### src/rtl/parity_accum_pkg.sv
// Shared types and constants for parity_accum.
// Optional feature macro: PARITY_ACCUM_ERR_CHECK_EN (see parity_accum.sv).
package parity_accum_pkg;

  localparam int unsigned FRAMES_W = 16;

  typedef enum logic {
    ACCUM = 1'b0,
    HOLD  = 1'b1
  } state_t;

endpackage

### src/rtl/parity_accum_word_parity.sv
// Combinational per-word parity: XOR reduction of one input word.
module word_parity #(
  parameter int unsigned WIDTH = 3
) (
  input  logic [WIDTH-1:0] data,
  output logic             parity
);

  // Odd number of set bits gives 1.
  always_comb parity = ^data;

endmodule

### src/rtl/parity_accum.sv
// Frame parity accumulator: XORs the parity of FRAME_LEN accepted words,
// presents the (optionally inverted) result until the consumer takes it,
// and counts completed frames.
// Optional feature: define PARITY_ACCUM_ERR_CHECK_EN to add exp_parity/err,
// a sticky flag set when a taken result differs from exp_parity.
module parity_accum
  import parity_accum_pkg::*;
#(
  parameter int unsigned WIDTH     = 3,
  parameter int unsigned FRAME_LEN = 8,
  parameter int unsigned XNOR_MODE = 1
) (
  input  logic                clk,
  input  logic                rst_n,
  input  logic                in_valid,
  output logic                in_ready,
  input  logic [WIDTH-1:0]    in_data,
  input  logic                in_abort,
  output logic                out_valid,
  input  logic                out_ready,
  output logic                out_parity,
  output logic [FRAMES_W-1:0] out_frames
`ifdef PARITY_ACCUM_ERR_CHECK_EN
  ,
  input  logic                exp_parity,
  output logic                err
`endif
);

  localparam int unsigned      CNT_W    = $clog2(FRAME_LEN + 1);
  localparam logic [CNT_W-1:0] LAST     = CNT_W'(FRAME_LEN);
  localparam logic             XNOR_BIT = (XNOR_MODE != 0);

  state_t           state, state_next;
  logic             acc, acc_next;
  logic [CNT_W-1:0] word_cnt, cnt_next, cnt_inc;
  logic             word_par;
  logic             frame_done;
  logic             handshake;

  word_parity #(.WIDTH(WIDTH)) u_word_parity (
    .data   (in_data),
    .parity (word_par)
  );

  // Next-state, accumulator and counter updates; handshake flags.
  always_comb begin
    state_next = state;
    acc_next   = acc;
    cnt_next   = word_cnt;
    cnt_inc    = word_cnt + CNT_W'(1);
    frame_done = 1'b0;
    handshake  = 1'b0;
    in_ready   = (state == ACCUM);
    out_valid  = (state == HOLD);
    case (state)
      ACCUM: begin
        if (in_abort) begin
          acc_next = 1'b0;
          cnt_next = '0;
        end else if (in_valid) begin
          acc_next = acc ^ word_par;
          cnt_next = cnt_inc;
          if (cnt_inc == LAST) begin
            state_next = HOLD;
            frame_done = 1'b1;
          end
        end
      end
      HOLD: begin
        if (out_ready) begin
          state_next = ACCUM;
          acc_next   = 1'b0;
          cnt_next   = '0;
          handshake  = 1'b1;
        end
      end
      default: state_next = ACCUM;
    endcase
  end

  // State, accumulator and word counter registers.
  always_ff @(posedge clk or negedge rst_n) begin
    if (!rst_n) begin
      state    <= ACCUM;
      acc      <= 1'b0;
      word_cnt <= '0;
    end else begin
      state    <= state_next;
      acc      <= acc_next;
      word_cnt <= cnt_next;
    end
  end

  // Result latch on the last accepted word and completed-frame counter.
  always_ff @(posedge clk or negedge rst_n) begin
    if (!rst_n) begin
      out_parity <= 1'b0;
      out_frames <= '0;
    end else begin
      if (frame_done) out_parity <= acc_next ^ XNOR_BIT;
      if (handshake)  out_frames <= out_frames + FRAMES_W'(1);
    end
  end

`ifdef PARITY_ACCUM_ERR_CHECK_EN
  // Sticky mismatch flag, evaluated when the consumer takes a result.
  always_ff @(posedge clk or negedge rst_n) begin
    if (!rst_n)                                  err <= 1'b0;
    else if (handshake && (exp_parity != out_parity)) err <= 1'b1;
  end
`endif

endmodule
### config.mk
export PLATFORM = sky130hd
export DESIGN_NAME = parity_accum
export DESIGN_NICKNAME = d
export VERILOG_FILES = /design/src/rtl/parity_accum_pkg.sv /design/src/rtl/parity_accum_word_parity.sv /design/src/rtl/parity_accum.sv
export SDC_FILE = /design/constraint.sdc
export NUM_CORES = 1
export LEC_CHECK = 0
export ABC_AREA = 1
export BUFFER_PORTS_ARGS = -buffer_cell sky130_fd_sc_hd__buf_2
export CAP_MARGIN = 0
export CORE_ASPECT_RATIO = 1.25
export CORE_MARGIN = 3
export CORE_UTILIZATION = 40
export DETAILED_ROUTE_END_ITERATION = 7
export SYNTH_ARGS = -nofsm -noshare
export SYNTH_HDL_FRONTEND = slang
export SYNTH_SLANG_ARGS = --single-unit
### constraint.sdc
create_clock -name clk -period 1.8 [get_ports clk]
set_input_delay 0.27 -clock clk [delete_from_list [all_inputs] [get_ports clk]]
set_output_delay 0.27 -clock clk [all_outputs]
set_load 0.05 [all_outputs]
==> summary.txt, run 1 <==
CTS
  • Max Root-Sink Buffers: 2
  • H-Tree Depth: 1
  • CTS sink count: 23
  • Cts repair resizes: 0
  • CTS tree: built
  • CTS Buf Count: 3
  • Root buffer cell: clkbuf_4
  • Clk_lat worst skew: around 0.3 ns
  • Clk slew on worst S/H paths: between 0.1 and 0.15 ns

Logic synthesis
  • Post-Syn Area: about 1200 µm²
  • Largest family of logic cells by synthesized area: simple AND/OR/NAND/NOR gates
  • FF+latch count, synth: 23
  • Ys Warns: 0
  • Post-synthesis xor/xnor area fraction: between 7 and 8%
  • Post-synth top area cell: dfrtp_1
  • Post-synthesis compound-gate area fraction: roughly 3.8%
  • Sequential element share of the synthesized area: 47.4%
  • Post-Synth Adder-Cell Area: ~3.1%
  • Simple-gate portion of the synthesized area: a little under a third
  • Gate count of the mapped netlist: between 100 and 150
  • Post-synthesis mux area share: 0%
  • Avg Cell Area, Syn: roughly 8.6 µm²
  • Top post-synthesis cells by area: dfrtp_1 (47%), nand2_1 (11%), inv_1 (6.5%)
  • Synth top area share: between 40% and 50%
  • Syn Nets: 152
  • Count of cell types in the netlist: 22

Routing
  • Avg WL per Cell: 10.7 µm
  • DR iter-0 viols: 19
  • Via density: 4.82
  • Antenna-violating nets left: 0
  • Post-route DRC: 0
  • Vias: a little under 1000
  • Drt pass-1 iters: 4
  • Final WL: approximately 2.2 mm

Global routing
  • Largest net degree at the start of global routing: 24
  • Initial antenna violation count: 0
  • GRT Total Usage: 13.9%
  • Vias in the first global route: just under 1000
  • First-pass GRT wire length: 4.15 mm
  • Total grt overflow: 0

Timing
  • Skew final: about 0.0063 ns
  • Fin crit period: approximately 1.5 ns
  • # setup viols final: 0
  • RSZ-0062 raised after global routing: false
  • Relative slew slack: about two thirds
  • F_max: between 0.6 and 0.7 GHz
  • Setup TNS Final: 0 ns
  • Crit share post-route: 82.2%
  • Slew of the pin with the lowest slew margin: 0.525 ns
  • Max Slew Vio Count: 0
  • Fin. Hold Viols: 0

Critical path
  • Sum of buffers and inverters on the critical path: 1
  • Data required, critical path: between 2 and 2.5 ns
  • Kind of cell adding the most delay to the critical path: simple AND/OR/NAND/NOR gates
  • Slowest-stage cell, CP: dfrtp_1
  • Worst r2r src: out_frames[0]
  • Crit path cell chain: ha_1 -> nand3_2 -> nor3_4 -> nand3_2 -> nor2_1 -> nand2_1 -> nand2_1 -> inv_1
  • FF-to-FF path depth: 8
  • Reg2reg end: out_frames[14]
  • Setup CP Type: flop to flop
  • Worst EP arrival: approximately 1.7 ns
  • Reg2Reg Setup Slack: approximately 0.32 ns
  • CP Capture Type: flop
  • Largest stage delay, worst path: roughly 0.47 ns
  • Crit-path max FO: 5
  • CP Launch Type: flop

Pwr
  • Peak supply drop: around 0.00037 V
  • Total power: 869 µW
  • Leakage: 0.000810 µW
  • PwrDens: approximately 610 nW/µm²

Die
  • Die width: roughly 55 µm
  • # IOs: 27
  • Die ar.: 3740 µm²
  • Core area: roughly 2800 µm²
  • Rows: 21
  • Starting density of the core: between 40 and 50%
  • Die Height: 67.6 µm

Final layout
  • Most frequent cells in the layout: nand2_1 (35), buf_2 (26), dfrtp_1 (23)
  • Layout cells sized above 1: 22.7%
  • # diodes: 0
  • Layout area overhead: 17.2%
  • Final nets: between 150 and 200
  • Commonest non-fill, non-tap cell in the layout: nand2_1

Hold path
  • WHS Path Cells: 2
  • Hold Path Sink: out_valid
  • Hold_sp: out_ready
  • Worst Hold Class: input port to flop

Placement
  • Detailed placement HPWL: 1.80 mm
  • Placer Congestion: between 0.7 and 0.8
  • IO buf count: 26

Status
  • Outcome: finished, final reports clean

Flow run
  • Number of max-cap violations: 0
[per-stage QoR]
| stage | setup WS, ns | area (µm²) | util, % | cells | hold WS (ns) |
|---|---|---|---|---|---|
| 2_1_floorplan | 0.0297 | 1210 | - | 141 | -0.0256 |
| 3_3_place_gp | 0.358 | 1390 | 49.8 | 201 | 0.277 |
| 3_5_place_dp | 0.316 | 1390 | 49.8 | 201 | 0.286 |
| 4_1_cts | 0.288 | 1420 | 51.1 | 206 | 0.191 |
| 5_1_grt | 0.158 | 1420 | 51.1 | 206 | 0.209 |
| 6_report | 0.321 | 1420 | 51.1 | 206 | 0.214 |
[report_power, final]
group | leakage [µW] | switching, µW | internal, µW | total (µW)
Combinational | 0.000492 | 64.4 | 27.9 | 92.3
Clock | 0.0000150 | 143 | 86.3 | 229
Sequential | 0.000304 | 17.7 | 530 | 548
Total | 0.000810 | 225 | 644 | 869
[how the worst max path moves through the flow]
stage                  start             end  slack [ns]  cells after the start
5_1_grt        out_frames[0]  out_frames[14]        0.16                      8
4_1_cts        out_frames[0]  out_frames[14]        0.29                      8
6_report       out_frames[0]  out_frames[14]        0.32                      8
3_5_place_dp   out_frames[0]  out_frames[14]        0.32                      8
2_1_floorplan  out_frames[0]  out_frames[14]        0.03                      8
3_3_place_gp   out_frames[0]  out_frames[14]        0.36                      8
[cells in the mapped netlist]
| cell type | number |
|---|---|
| nor3_1 | 2 |
| xnor2_1 | 4 |
| dfrtp_1 | 23 |
| xor2_1 | 7 |
| nand3_4 | 1 |
| clkinv_2 | 1 |
| nand3_2 | 3 |
| inv_1 | 21 |
| nand2_4 | 1 |
| o22ai_1 | 1 |
| nor2_1 | 15 |
| nor2_4 | 1 |
| nor3_4 | 2 |
| a32o_1 | 1 |
| ha_1 | 3 |
| o21ai_1 | 1 |
| a21oi_1 | 1 |
| o21ai_0 | 4 |
| nand2_2 | 1 |
| nand4_1 | 3 |
| nand3_1 | 10 |
| nand2_1 | 35 |
[kinds of logic after synthesis]
family | Yosys count
simple gates | 74
flops | 23
buf+inv | 22
xor+xnor | 11
compound gates | 8
fa+ha+maj | 3
[layer usage]
layer | GRT usage [%] | up-vias | part of all wire, % | wire length (µm)
met5 | 0 | - | 0 | 0
met4 | 4.56 | 0 | 0.68 | 15
met3 | 3.25 | 2 | 3.9 | 86
met2 | 25.3 | 17 | 52 | 1160
met1 | 16.0 | 467 | 43 | 949
li1 | - | 506 | - | -
[layout make-up]
type / instances / area, µm²
fill: 295 / 1360
inverter: 22 / 83.8
timing repair buffer: 27 / 140
clock buffer: 4 / 26.3
sequential: 23 / 576
multi-input combinational: 96 / 556
tap: 34 / 42.5
[sequential cells by signal, indices dropped and copies added (netlist names)]
| name | cells |
|---|---|
| out_frames | 16 |
| out_valid | 1 |
| word_cnt | 4 |
| out_parity | 1 |
| acc | 1 |
[timing repair]
action                                 4_1_cts  5_1_grt
hold buffers                                 1        0
buffers inserted                             0        0
endpoints found under the hold margin       23        0
Note: power is estimated with default switching activity, not from simulation.
==> inputs of run 2 (changes only) <==
- ABC_AREA: 1 -> 0
- clock period: 1.8 -> 1.5 ns (I/O delays scaled with it)
==> run 2 against run 1 <==
  * Sequential share of layout area up 1.5 points
  * Total power increased by 21%
  * Flip-flop and latch count did not move
  * Via count is 19% lower
  * Non-clock buffer count increased by 4
  * Wire length decreased by 6.2%
  * Final area decreased by 1.6%
  * Clock-buffer cell count is the same
  * Cell count fell by 19%
  * Global-route usage shrank 0.65 points
  * Sequential power is 19% higher
  * Critical path type unchanged
==> summary.txt, run 2 <==
Timing
  • F_max: between 0.6 and 0.7 GHz
  • Relative slew slack: between 60% and 70%
  • Skew final: 0.00328 ns
  • # setup viols final: 0
  • RSZ-0062 raised after global routing: true
  • Setup TNS Final: 0 ns
  • Slew of the pin with the lowest slew margin: ~0.5 ns
  • Crit share post-route: 98.0%
  • Fin crit period: about 1.5 ns
  • Max Slew Vio Count: 0
  • Fin. Hold Viols: 0

Final layout
  • Layout cells sized above 1: 41.4%
  • Layout area overhead: 23.1%
  • FF+latch area: just under 600 µm²
  • Fin util: around half
  • Number of fill cells: between 200 and 300
  • Most frequent cells in the layout: buf_2 (26), dfrtp_1 (14), nand2_1 (12)
  • Fin area: 1400 µm²
  • Register name with the most flops: out_frames
  • Regs by FF count: out_frames x16, word_cnt x4
  • Final nets: around 150
  • Max reg flops: 16
  • # diodes: 0
  • Commonest non-fill, non-tap cell in the layout: buf_2
  • Multi-input logic area: 557 µm²

CTS
  • Postcts setup bufs: 0
  • Clk slew on worst S/H paths: about 0.12 ns
  • CTS sink count: 23
  • H-Tree Depth: 1
  • CTS tree: built
  • CTS Buf Count: 3
  • Max Root-Sink Buffers: 2
  • Clk_lat worst skew: roughly 0.3 ns
  • Root buffer cell: clkbuf_4

Critical path
  • Worst r2r src: word_cnt[0]
  • FF-to-FF path depth: 4
  • Reg2reg end: out_parity
  • Data required, critical path: about 1.7 ns
  • CP Capture Type: flop
  • Worst EP arrival: 1.67 ns
  • Reg2Reg Setup Slack: roughly 0.03 ns
  • Setup CP Type: flop to flop
  • Crit-path max FO: 2
  • CP Launch Type: flop

Die
  • # IOs: 27
  • Starting density of the core: 42.1%
  • Die ar.: roughly 3500 µm²
  • Core area: approximately 2700 µm²
  • Die Height: 65.7 µm
  • Rows: 21
  • Die width: roughly 54 µm

Global routing
  • Largest net degree at the start of global routing: 24
  • Total grt overflow: 0
  • First-pass GRT wire length: 3.47 mm
  • GRT Total Usage: 13.2%
  • Vias in the first global route: about 810
  • Initial antenna violation count: 0

Routing
  • Via density: 4.81
  • DR iter-0 viols: 18
  • Vias: 804
  • Antenna-violating nets left: 0
  • Final WL: between 2 and 2.5 mm
  • Drt pass-1 iters: 4
  • Avg WL per Cell: between 10 and 15 µm
  • Post-route DRC: 0

Placement
  • Placer Congestion: slightly below 0.8
  • Placed instance area: 1350 µm²
  • Detailed placement HPWL: approximately 1.6 mm
  • IO buf count: 26

Pwr
  • Flop pwr share: ~62%
  • Peak supply drop: 0.000346 V
  • Gate power share: 11.5%
  • PwrDens: roughly 750 nW/µm²
  • Leakage: just under 0.0007 µW
  • Switching Power: 261 µW
  • Switching Fraction: 24.8%
  • Clock power frac: a little over a quarter
  • Power Internal: about 800 µW

Logic synthesis
  • Post-Syn Area: about 1100 µm²
  • Ys Warns: 0
  • Sequential element share of the synthesized area: ~50%
  • Gate count of the mapped netlist: 99
  • Ys flop type: dfrtp_1
  • Post-synth top area cell: dfrtp_1
  • Syn Nets: 110
  • FF+latch count, synth: 23
  • Avg Cell Area, Syn: between 10 and 15 µm²
  • Top post-synthesis cells by area: dfrtp_1 (51%), xnor2_1 (8.5%), xor2_1 (7.7%)
  • Count leader, synth: dfrtp_1
  • Count of cell types in the netlist: 24
  • Most frequent cells after synthesis: dfrtp_1 (23), nand2_1 (13), xnor2_1 (11)
  • EDFF count, synth: 0
  • Synth top area share: a little over 50%
  • Ys async rst share: between 90% and 100%

Hold path
  • WHS Path Cells: 2
  • Hold Path Sink: word_cnt[0]
  • Hold_sp: out_ready
  • Worst Hold Class: input port to flop

Status
  • Outcome: finished, final reports clean

Flow run
  • Number of max-cap violations: 0
[run 2: critical path: stages (launching register included)]
cell and delay (ns):
dfrtp_1 0.42, ha_2 0.20, xor2_1 0.18, nor4_4 0.25, mux2_4 0.32
[run 2: metal layers]
metal / up-vias / track usage [%] / wire, µm
met2: 15 / 21.8 / 1070
met1: 383 / 16.1 / 903
li1: 404 / - / -
met5: - / 0 / 0
met4: 0 / 6.71 / 14
met3: 2 / 2.04 / 89
[run 2: power groups by stage]
stage / combinational [µW] / clock (µW) / sequential (µW)
after floorplan: 44.1 / 0 / 687
after global placement: 114 / 0 / 664
after detailed placement: 116 / 0 / 665
after CTS: 119 / 293 / 653
after global routing: 133 / 322 / 657
final: 121 / 278 / 654
[run 2: stage by stage]
step	std cells	hold WS (ns)	power (µW)	worst slack, ns
floorplan	99	-0.0706	731	-0.0667
global placement	162	0.230	778	0.0404
detailed placement	162	0.224	781	0.00491
CTS	167	0.171	1060	0.0196
global route	167	0.177	1110	-0.0662
finish	167	0.178	1050	0.0299
[run 2: layout make-up]
type	count	area share, %
clock buffer	4	1.88
inverter	3	0.804
timing repair buffer	31	12.7
tap	34	3.04
multi-input combinational	72	39.7
sequential	23	41.9
[run 2: what timing repair did]
| action | in CTS | in global routing |
|---|---|---|
| cloned | 0 | 0 |
| pin swaps | 0 | 1 |
| gates resized for setup | 1 | 4 |
| setup endpoints to repair | 1 | 1 |
| hold endpoints to repair | 23 | 0 |
| hold buffers | 1 | 0 |
[run 2: worst max-delay path by stage]
stage / depth (start not counted) / slack (ns) / end / from
6_report: 4 / 0.03 / out_parity / word_cnt[0]
5_1_grt: 5 / -0.07 / out_parity / word_cnt[0]
4_1_cts: 4 / 0.02 / out_parity / word_cnt[0]
3_5_place_dp: 4 / 0.005 / out_parity / word_cnt[0]
3_3_place_gp: 4 / 0.04 / out_parity / word_cnt[0]
2_1_floorplan: 3 / -0.07 / out_parity / out_valid
[run 2: logic make-up after synthesis]
group                    count (synthesis)  synth area share, %
AO/OA/AOI/OAI                            5                 2.42
XOR/XNOR                                22                 18.2
adder cells (fa/ha/maj)                  3                 3.30
buffers and inverters                    4                 1.32
flip-flops                              23                 50.5
multiplexers                             3                 2.86
AND/OR/NAND/NOR                         39                 21.3
==> inputs of run 3 (changes only) <==
--- a/config.mk
+++ b/config.mk
@@ -12,4 +12,5 @@
 export CORE_MARGIN = 3
 export CORE_UTILIZATION = 40
+export CTS_CLUSTER_DIAMETER = 30
 export DETAILED_ROUTE_END_ITERATION = 7
 export SYNTH_ARGS = -nofsm -noshare
==> constraint.sdc (replaced) <==
create_clock -name clk -period 1.5 [get_ports clk]
set_input_delay 0 -clock clk [delete_from_list [all_inputs] [get_ports clk]]
set_output_delay 0 -clock clk [all_outputs]
set_load 0.05 [all_outputs]
==> run 3 against run 2 <==
  * Register-to-register slack about the same
  * Cell count is the same
  * Via count increased by 1.1%
  * Clock power is 2% higher
  * Flip-flop and latch count unchanged
  * Wire length grew 2.2%
  * Clock-buffer cell count unchanged
  * Global-route usage increased by 1.0 points
==> summary.txt, run 3 (synthesis gave the netlist of run 2 again) <==
Routing
  • Final WL: 2.12 mm
  • Avg WL per Cell: 12.7 µm
  • Vias: 813
  • DR iter-0 viols: 18
  • Post-route DRC: 0
  • Via density: ~4.9
  • Antenna-violating nets left: 0
  • Drt pass-1 iters: 4

Final layout
  • Number of fill cells: roughly 260
  • Register name with the most flops: out_frames
  • Regs by FF count: out_frames x16, word_cnt x4
  • # diodes: 0
  • Most frequent cells in the layout: buf_2 (26), dfrtp_1 (14), nand2_1 (13)
  • Fin util: approximately 51%
  • Max reg flops: 16
  • Layout cells sized above 1: roughly 40%
  • Final nets: ~150
  • Commonest non-fill, non-tap cell in the layout: buf_2
  • Non-Filler Instances: between 150 and 200
  • Layout area overhead: 22.1%

Timing
  • # setup viols final: 0
  • RSZ-0062 raised after global routing: true
  • F_max: a little under 0.7 GHz
  • Crit share post-route: between 90% and 100%
  • Setup TNS Final: 0 ns
  • Slew of the pin with the lowest slew margin: between 0.5 and 0.6 ns
  • Max Slew Vio Count: 0
  • Relative slew slack: between 60% and 70%
  • Skew final: around 0.0085 ns
  • Fin. Hold Viols: 0
  • Fin crit period: between 1 and 1.5 ns
  • Hold WS: 0.0136 ns

Pwr
  • Switching Fraction: about a quarter
  • Total power: approximately 1100 µW
  • Clock power frac: 26.9%
  • Flop pwr share: between 60 and 70%
  • Leakage: a little under 0.0007 µW
  • PwrDens: 758 nW/µm²
  • Switching Power: 266 µW
  • Gate power share: ~11%
  • Peak supply drop: slightly above 0.0004 V
  • Power Internal: ~790 µW

Die
  • Starting density of the core: between 40% and 50%
  • Die width: between 50 and 60 µm
  • # IOs: 27
  • Core area: around 2700 µm²
  • Die ar.: 3530 µm²
  • Rows: 21
  • Die Height: 65.7 µm

Critical path
  • Crit-path max FO: 2
  • Crit path cell chain: ha_2 -> xor2_1 -> nor4_4 -> mux2_2
  • Largest stage delay, worst path: around 0.40 ns
  • CP Capture Type: flop
  • CP Launch Type: flop
  • Worst EP arrival: 1.67 ns
  • Setup CP Type: flop to flop
  • Slowest-stage cell, CP: dfrtp_1
  • Data required, critical path: 1.70 ns

Global routing
  • First-pass GRT wire length: ~3.8 mm
  • Total grt overflow: 0
  • Largest net degree at the start of global routing: 24
  • GRT Total Usage: 14.2%
  • Initial antenna violation count: 0
  • Vias in the first global route: between 800 and 900

Flow run
  • Number of max-cap violations: 0

CTS
  • CTS tree: built
  • Clk_lat worst skew: ~0.31 ns
  • CTS sink count: 23
  • CTS Buf Count: 3
  • H-Tree Depth: 1
  • Clk slew on worst S/H paths: 0.13 ns
  • Root buffer cell: clkbuf_4
  • Max Root-Sink Buffers: 2

Hold path
  • Worst Hold Class: input port to flop

Placement
  • Inst Count DP: between 150 and 200
  • IO buf count: 26
  • Placer Congestion: between 0.7 and 0.8
  • Detailed placement HPWL: 1.65 mm

Status
  • Outcome: finished, final reports clean
run 3: cell count changes in the layout (fill, tap and decap cells not counted), sizes merged:
cell         previous run  this run
dlygate4sd3             1         2
buf                    30        29
run 3: timing repair:
item,CTS,global route
setup buffers,0,0
hold endpoints to repair,25,0
gates resized for setup,1,0
endpoints found under the setup margin,1,1
hold buffers,2,0
run 3: area by class of cell:
class	instances	area (µm²)	share of cell area, %
Tap cell	34	42.5	3.06
Sequential cell	23	587	42.2
Inverter	3	11.3	0.810
Clock buffer	4	26.3	1.89
Multi-Input combinational cell	72	551	39.6
Timing Repair Buffer	31	173	12.4
run 3: path summary, 6_finish.rpt:
check,start,end,cells after the start,slack (ns)
worst max-delay path,word_cnt[0],out_parity,4,0.03
worst min-delay path,in_abort,word_cnt[2],3,0.01
worst max register to register,word_cnt[0],out_parity,4,0.03
worst min register to register,out_frames[15],out_frames[15],1,0.48
max in group asynchronous,rst_n,out_frames[5],2,0.95
min in group asynchronous,rst_n,out_frames[13],2,0.18
run 3: metal layers:
metal	GRT usage, %	wire [µm]	vias up
met1	16.0	847	392
met2	25.3	1170	18
met5	0	0	-
met4	6.71	14	0
met3	2.04	84	2
li1	-	-	401
run 3: stage by stage:
step | cell area [µm²] | worst slack (ns)
after detailed placement | 1340 | -0.000982
after global placement | 1340 | 0.0419
after global routing | 1390 | -0.0402
final | 1390 | 0.0251
after CTS | 1390 | 0.0174
after floorplan | 1150 | -0.0667
run 3: critical path: cells and delay by family (launching register included):
kind          cells  cell delay, ns
xor+xnor          1            0.18
fa+ha+maj         1            0.19
flops             1            0.40
mux               1            0.36
simple gates      1            0.24
run 3: power by group through the flow:
stage	logic, µW	clock network (µW)	registers, µW
6_report	117	284	653
5_1_grt	128	323	657
4_1_cts	119	302	654
3_5_place_dp	115	0	666
3_3_place_gp	111	0	664
2_1_floorplan	44.1	0	687
